`src/rtl/mem_stage.sv`:
```
// mem_stage: MEM stage of the five-stage MIPS pipeline with a variable-latency data-memory
// handshake, branch/jump redirect and the MEM/WB register. Optional macro DM_ALIGN_CHECK_EN.
module mem_stage #(
  parameter int unsigned WAIT_MAX = 15,
  parameter int unsigned DATA_W   = 32
) (
  input  logic              clk,
  input  logic              reset,
  input  logic              BranchMEM,
  input  logic              MemReadMEM,
  input  logic              MemWriteMEM,
  input  logic              RegWriteMEM,
  input  logic              MemtoRegMEM,
  input  logic              JumpMEM,
  input  logic [DATA_W-1:0] b_tgtMEM,
  input  logic [DATA_W-1:0] alu_outMEM,
  input  logic [DATA_W-1:0] rfile_rd2MEM,
  input  logic [DATA_W-1:0] jump_addrMEM,
  input  logic [4:0]        rfile_wnMEM,
  input  logic              ZeroMEM,
  output logic              dm_req,
  output logic              dm_we,
  output logic [DATA_W-1:0] dm_addr,
  output logic [DATA_W-1:0] dm_wdata,
  input  logic [DATA_W-1:0] dm_rdata,
  input  logic              dm_ack,
  output logic              mem_stall,
  output logic              pc_src,
  output logic [DATA_W-1:0] pc_tgt,
  output logic              mem_err,
  output logic              RegWriteWB,
  output logic              MemtoRegWB,
  output logic [DATA_W-1:0] rd_dataWB,
  output logic [DATA_W-1:0] alu_outWB,
  output logic [4:0]        rfile_wnWB
);

  typedef enum logic [0:0] {ST_IDLE, ST_WAIT} state_t;
  typedef enum logic [1:0] {WB_BUBBLE, WB_PASS, WB_DONE, WB_DROP} wb_sel_t;

  localparam logic [7:0] WAIT_LIM = 8'(WAIT_MAX);

  state_t      state_q, state_d;
  logic [7:0]  cnt_q, cnt_d;
  wb_sel_t     wb_sel;
  logic        req, stall, err;
  logic        access, misalign;

  logic              regwrite_wb_q, regwrite_wb_d;
  logic              memtoreg_wb_q, memtoreg_wb_d;
  logic [DATA_W-1:0] rd_data_wb_q, rd_data_wb_d;
  logic [DATA_W-1:0] alu_out_wb_q, alu_out_wb_d;
  logic [4:0]        wn_wb_q, wn_wb_d;

  assign access = MemReadMEM | MemWriteMEM;

`ifdef DM_ALIGN_CHECK_EN
  assign misalign = access & (|alu_outMEM[1:0]);
  assign dm_addr  = alu_outMEM;
`else
  assign misalign = 1'b0;
  assign dm_addr  = alu_outMEM & ~DATA_W'(3);
`endif

  assign dm_we    = MemWriteMEM;
  assign dm_wdata = rfile_rd2MEM;

  // Redirect is resolved here regardless of the memory handshake; jump wins over branch.
  assign pc_src = JumpMEM | (BranchMEM & ZeroMEM);
  assign pc_tgt = JumpMEM ? jump_addrMEM : b_tgtMEM;

  always_comb begin
    state_d = state_q;
    cnt_d   = cnt_q;
    req     = 1'b0;
    stall   = 1'b0;
    err     = 1'b0;
    wb_sel  = WB_PASS;
    unique case (state_q)
      ST_IDLE: begin
        if (misalign) begin
          err    = 1'b1;
          wb_sel = WB_DROP;
        end else if (access) begin
          req = 1'b1;
          if (dm_ack) begin
            wb_sel = WB_DONE;
          end else begin
            stall   = 1'b1;
            cnt_d   = 8'd1;
            state_d = ST_WAIT;
            wb_sel  = WB_BUBBLE;
          end
        end
      end
      ST_WAIT: begin
        req = 1'b1;
        if (dm_ack) begin
          wb_sel  = WB_DONE;
          cnt_d   = 8'd0;
          state_d = ST_IDLE;
        end else if (cnt_q == WAIT_LIM) begin
          // Abandon the access; the instruction still retires but writes nothing.
          err     = 1'b1;
          wb_sel  = WB_DROP;
          cnt_d   = 8'd0;
          state_d = ST_IDLE;
        end else begin
          stall  = 1'b1;
          cnt_d  = cnt_q + 8'd1;
          wb_sel = WB_BUBBLE;
        end
      end
      default: begin
        state_d = ST_IDLE;
        cnt_d   = 8'd0;
      end
    endcase
  end

  // A cycle in which reset is sampled never requests, stalls or reports an error.
  assign dm_req    = req & ~reset;
  assign mem_stall = stall & ~reset;
  assign mem_err   = err & ~reset;

  always_comb begin
    regwrite_wb_d = 1'b0;
    memtoreg_wb_d = 1'b0;
    rd_data_wb_d  = '0;
    alu_out_wb_d  = '0;
    wn_wb_d       = '0;
    unique case (wb_sel)
      WB_PASS: begin
        regwrite_wb_d = RegWriteMEM;
        memtoreg_wb_d = MemtoRegMEM;
        alu_out_wb_d  = alu_outMEM;
        wn_wb_d       = rfile_wnMEM;
      end
      WB_DONE: begin
        regwrite_wb_d = RegWriteMEM;
        memtoreg_wb_d = MemtoRegMEM;
        rd_data_wb_d  = dm_rdata;
        alu_out_wb_d  = alu_outMEM;
        wn_wb_d       = rfile_wnMEM;
      end
      WB_DROP: begin
        memtoreg_wb_d = MemtoRegMEM;
        alu_out_wb_d  = alu_outMEM;
        wn_wb_d       = rfile_wnMEM;
      end
      default: begin
        regwrite_wb_d = 1'b0;
      end
    endcase
  end

  // MEM/WB boundary
  always_ff @(posedge clk) begin
    if (reset) begin
      state_q       <= ST_IDLE;
      cnt_q         <= 8'd0;
      regwrite_wb_q <= 1'b0;
      memtoreg_wb_q <= 1'b0;
      rd_data_wb_q  <= '0;
      alu_out_wb_q  <= '0;
      wn_wb_q       <= '0;
    end else begin
      state_q       <= state_d;
      cnt_q         <= cnt_d;
      regwrite_wb_q <= regwrite_wb_d;
      memtoreg_wb_q <= memtoreg_wb_d;
      rd_data_wb_q  <= rd_data_wb_d;
      alu_out_wb_q  <= alu_out_wb_d;
      wn_wb_q       <= wn_wb_d;
    end
  end

  assign RegWriteWB = regwrite_wb_q;
  assign MemtoRegWB = memtoreg_wb_q;
  assign rd_dataWB  = rd_data_wb_q;
  assign alu_outWB  = alu_out_wb_q;
  assign rfile_wnWB = wn_wb_q;

endmodule
```
`config.mk`:
```
export PLATFORM = sky130hd
export DESIGN_NAME = mem_stage
export DESIGN_NICKNAME = d
export VERILOG_FILES = /design/src/rtl/mem_stage.sv
export SDC_FILE = /design/constraint.sdc
export NUM_CORES = 1
export LEC_CHECK = 0
export ABC_AREA = 0
export CORE_AREA = 2 2 134 136
export DETAILED_ROUTE_END_ITERATION = 12
export DIE_AREA = 0 0 136 138
export PLACE_DENSITY = 0.6
export SETUP_SLACK_MARGIN = 0.1
export SYNTH_ARGS = -nofsm -noshare
export SYNTH_HDL_FRONTEND = slang
export SYNTH_SLANG_ARGS = --single-unit
```
`constraint.sdc`:
```
create_clock -name clk -period 2.2 [get_ports clk]
set_input_delay 0.44 -clock clk [delete_from_list [all_inputs] [get_ports clk]]
set_output_delay 0.44 -clock clk [all_outputs]
set_load 0.1 [all_outputs]
```
---- Word level (Yosys, flattened, before mapping) ----
Index checks and enable logic that the tools add are counted.
word-level totals
  flip-flop bits (word level) ............. 80
  input port bits ......................... 175
operators by class
  add/subtract/negate cells ............... 1
  eq/ne operators ......................... 6
  mux-type cells .......................... 21
  bitwise gates (word level) .............. 11
  reduce and logical (&&, ||, !) cells .... 6
operator list
  cell                                                                    count
  32-bit two-way mux                                                      1
  8-bit two-way mux                                                       4
  8-bit one-hot mux with 2 select lines                                   1
  8-bit by 1-bit adder with 8-bit output (second input constant)          1
  8-bit by 4-bit equality test with 1-bit output (second input constant)  1
  2-bit two-way mux                                                       4
  2-bit OR reduction                                                      4
  1-bit two-way mux                                                       7
  1-bit one-hot mux with 2 select lines                                   3
  1-bit inverter                                                          5
  1-bit bitwise AND                                                       4
  2-bit equality test (second input constant)                             2
  2-bit inequality test (second input constant)                           2
  2-bit one-hot mux with 2 select lines                                   1
  3-bit OR reduction                                                      1
  2-bit by 1-bit equality test with 1-bit output (second input constant)  1
  1-bit bitwise OR                                                        2
  2-bit AND reduction                                                     1

---- Longest topological paths before layout ----
  depth after elaboration ................. 8
  mapped depth ............................ 10

---- Least setup slack after synthesis ----
Ideal clock, no wire load.
  kind .................................... reg2out
  start point ............................. register cnt_q[0]
  end point ............................... output mem_err
  data arrival time ....................... 3.183 ns
  data required time ...................... 1.760 ns
  slack ................................... -1.423 ns
  stages on the path, launching flop included .. 5
  path buffers ............................ 0
  cells stage by stage .................... dfxtp_1 > ha_1 > and4b_4 > and2_4 > nor3b_1
on the way
  cells in the longest elaborated chain, start to end .. 5
ends and longest elaborated chain
  element                                         RTL line  RTL
  from (decl)                                     44        logic [7:0] cnt_q, cnt_d;
  from (signal assigned)                          169       cnt_q <= cnt_d;
  8-bit by 4-bit equality test with 1-bit output  102       end else if (cnt_q == WAIT_LIM) begin
  1-bit two-way mux                               102
  1-bit two-way mux                               98        if (dm_ack) begin
  1-bit one-hot mux with 2 select lines           79        unique case (state_q)
  1-bit bitwise AND                               124       assign mem_err = err & ~reset;
  to (decl)                                       30        output logic mem_err,
No other way between the ends.

---- Worst setup path in the final report ----
  start point ............................. register cnt_q[1]
  end point ............................... output mem_stall
on the way
  cells in the longest elaborated chain, start to end .. 5
ends and longest elaborated chain
  element                                         RTL line  RTL
  8-bit by 4-bit equality test with 1-bit output  102
  1-bit two-way mux                               102
  1-bit two-way mux                               98
  1-bit one-hot mux with 2 select lines           79
  1-bit bitwise AND                               123       assign mem_stall = stall & ~reset;
  to (decl)                                       27        output logic mem_stall,
No other way between the ends.

==> flow_metrics.tcl <==
set metrics [dict create \
    run_status "finished with violations" \
    violations "setup timing" \
    path_clk_slew_ns 0.05 \
    fin_ws_ns -0.0980 \
    arrival_ns 1.86 \
    place.gp.congestion 0.760 \
    wl_per_cell_um 16.4 \
    dr_wl_met3_um 1570 \
    synth.distinct_cells 37 \
    start_util 0.191 \
    finalMaxSlewViolations 0 \
    cpPeakStageDelay_ns 0.34 \
    clock.fmax_mhz 435 \
    fp-row-count 49 \
    max_slew_margin 0.551 \
    synth-seq-cells 80 \
    slowest_stage "a2111oi_4" \
    critPathBufInv 2 \
    chipHeight_um 138 \
    min_path_type "register to register" \
    cp_max_fo 3 \
    fin_cells 798 \
    die-area_um2 18800 \
    core_um2 17500 \
    fin_crit_sh 1.04 \
    grt_max_degree 39 \
    crit_path_end_kind "output pin" \
    start_kind "register" \
    fillers 1641 \
    synth_edf_count 0 \
    drive_above_1_share 0.425 \
    holdBufCountCts 0 \
    syn_inst 319 \
    placed_area_um2 6650 \
    cap_violations 0 \
    initialDrtViolationCount 47 \
    seq_area_frac_synth 0.478 \
    vdd_drop_max_mv 0.376 \
    clock_path_buffers 2 \
    synthToLayoutAreaGrowth_pct 111 \
    grt_usage 0.130 \
    root_buffer "clkbuf_16" \
    routed_wl_um 13100 \
    drc 0 \
    worstMarginPinSlew_ns 0.672 \
    path_delay_family "compound AO/OA/AOI/OAI gates" \
    antenna_left 0 \
    clock_latency_ns 0.33 \
    viasPerCell 3.83 \
    fin_skew_ns 0.00688 \
    required_ns 1.76 \
    netlist_area_um2 3350 \
    yosys_warnings 0 \
    cts_tree "yes" \
    path_class "register to output pin" \
    io_buffers 280 \
    synth_ff_type "dfxtp_1" \
    fp.dieW_um 136 \
    met2_length_um 7410 \
    cts_inserted_buffers 9 \
    async_flop_share 0 \
    grt_pass1_vias 3155 \
    power_density_nw_per_um2 700 \
    dp_cells 775 \
    finish.instance_area_um2 7090 \
    rsz0062_at_grt "yes" \
    grt_overflow 0 \
    min_period_ns 2.30 \
    wl_met1_um 3780 \
    htree_levels 3 \
    via_count 3056 \
    ios 347 \
    hold_viol_final 0 \
    dp_slack_ns -0.691 \
    diodes 0 \
    dpl.hpwl_um 10800 \
    routed.top_layer "met4" \
    grt_first_pass_wirelength_um 18200 \
    p_leak_nw 3.05 \
    syn_avg_cell_area_um2 10.5 \
    cts.sinks 80 \
    antenna_found_initial 0 \
    fin_nets 743 \
    worstPathCellList "ha_4, and4b_4, and2_4, buf_6, a2111oi_4, buf_12" \
    firstDrtPassIters 4 \
    finalSetupViolCount 1 \
]
## layout make-up
type                       count  area (µm²)  area share
timing repair buffer         312        3610       0.509
sequential                    80        1600       0.226
multi-input combinational    160        1300       0.183
tap                          229         287      0.0404
clock buffer                   9         225      0.0318
clock inverter                 6        61.3     0.00865
inverter                       2        7.51     0.00106
## state kept, by name (all words and copies together), names as in the netlist
| signal | cells |
|---|---|
| rfile_wnWB | 5 |
| state_q | 1 |
| rd_dataWB | 32 |
| cnt_q | 8 |
| RegWriteWB | 1 |
| MemtoRegWB | 1 |
| alu_outWB | 32 |
## through the flow
stage          setup TNS (ns)  hold WS (ns)  total power [mW]  utilization
4_1_cts                 -1.22         0.595              5.01        0.402
3_3_place_gp           -26.67         0.562              3.53        0.379
2_1_floorplan          -0.253         0.475              3.06            -
3_5_place_dp           -33.77         0.565              3.54        0.379
6_report              -0.0980         0.596              4.96        0.404
5_1_grt                 -3.51         0.635              5.12        0.404
## path summary, 6_finish.rpt
check	slack, ns	to	start	cells after the start
max reg2reg	0.04	rfile_wnWB[4]$_SDFF_PP0_	cnt_q[1]$_SDFFE_PP0P_	9
min	0.60	cnt_q[3]$_SDFFE_PP0P_	cnt_q[3]$_SDFFE_PP0P_	2
min reg2reg	0.60	cnt_q[3]$_SDFFE_PP0P_	cnt_q[3]$_SDFFE_PP0P_	2
max	-0.1	mem_stall	cnt_q[1]$_SDFFE_PP0P_	6
## cells in the final DEF (no fill, tap or decap), types with 4 or more instances in the layout
master             n
clkdlybuf4s50_1  140
buf_4             97
dfxtp_1           78
buf_12            69
and2_1            67
mux2_2            32
clkbuf_16         10
nor2_1             7
and2_4             4
a21oi_1            4
## where the power goes
group          switching [mW]  internal, mW  leakage [nW]  total [mW]
Clock                   0.573         0.867         0.141        1.44
Sequential             0.0205          1.51         0.655        1.53
Combinational            1.28         0.715          2.25        1.99
## layer usage
| metal | vias to the layer above | global-route usage |
|---|---|---|
| met5 | - | 0 |
| met4 | 0 | 0.0510 |
| met3 | 18 | 0.0506 |
| met2 | 215 | 0.268 |
| met1 | 1359 | 0.105 |
| li1 | 1464 | - |
## synthesized netlist by cell type (2+ instances only)
cell type   n  share of area
a2111oi_2   2         0.0090
a21o_1      2         0.0045
a21oi_1     5         0.0075
a22o_1      2         0.0052
and2_1     70           0.13
and3_1      2         0.0037
buf_2       4         0.0060
buf_4      65           0.15
clkbuf_1    9          0.010
dfxtp_1    80           0.48
ha_1        3          0.011
inv_1       2         0.0022
mux2_2     32           0.11
nand2_1     3         0.0034
nand3_1     2         0.0030
nor2_1      9          0.010
nor3_1      4         0.0060
nor3b_1     2         0.0045
o21ai_0     3         0.0045
## timing repair
action	4_1_cts	5_1_grt
endpoints found under the setup margin	78	73
endpoints found under the hold margin	0	0
buffers inserted	3	2
gates resized for setup	9	9
pin swaps	28	13
gates cloned	2	1
## logic make-up (layout without fill, tap and decap cells)
| group | count (synthesis) | after routing | synth area share |
|---|---|---|---|
| simple gates | 101 | 101 | 0.184 |
| flops | 80 | 80 | 0.478 |
| buf+inv | 80 | 329 | 0.164 |
| mux | 33 | 33 | 0.110 |
| compound gates | 20 | 20 | 0.0489 |
| fa+ha+maj | 3 | 3 | 0.0112 |
| other cells | 1 | 2 | 0.00112 |
| xor+xnor | 1 | 1 | 0.00261 |
## tightest hold or removal path, delay by kind of cell, from the launching register on
| family | cells | cell delay [ns] |
|---|---|---|
| flip-flops | 1 | 0.34 |
| buffers and inverters | 1 | 0.14 |
| AO/OA/AOI/OAI | 1 | 0.07 |
(Power assumes the default switching activity.)
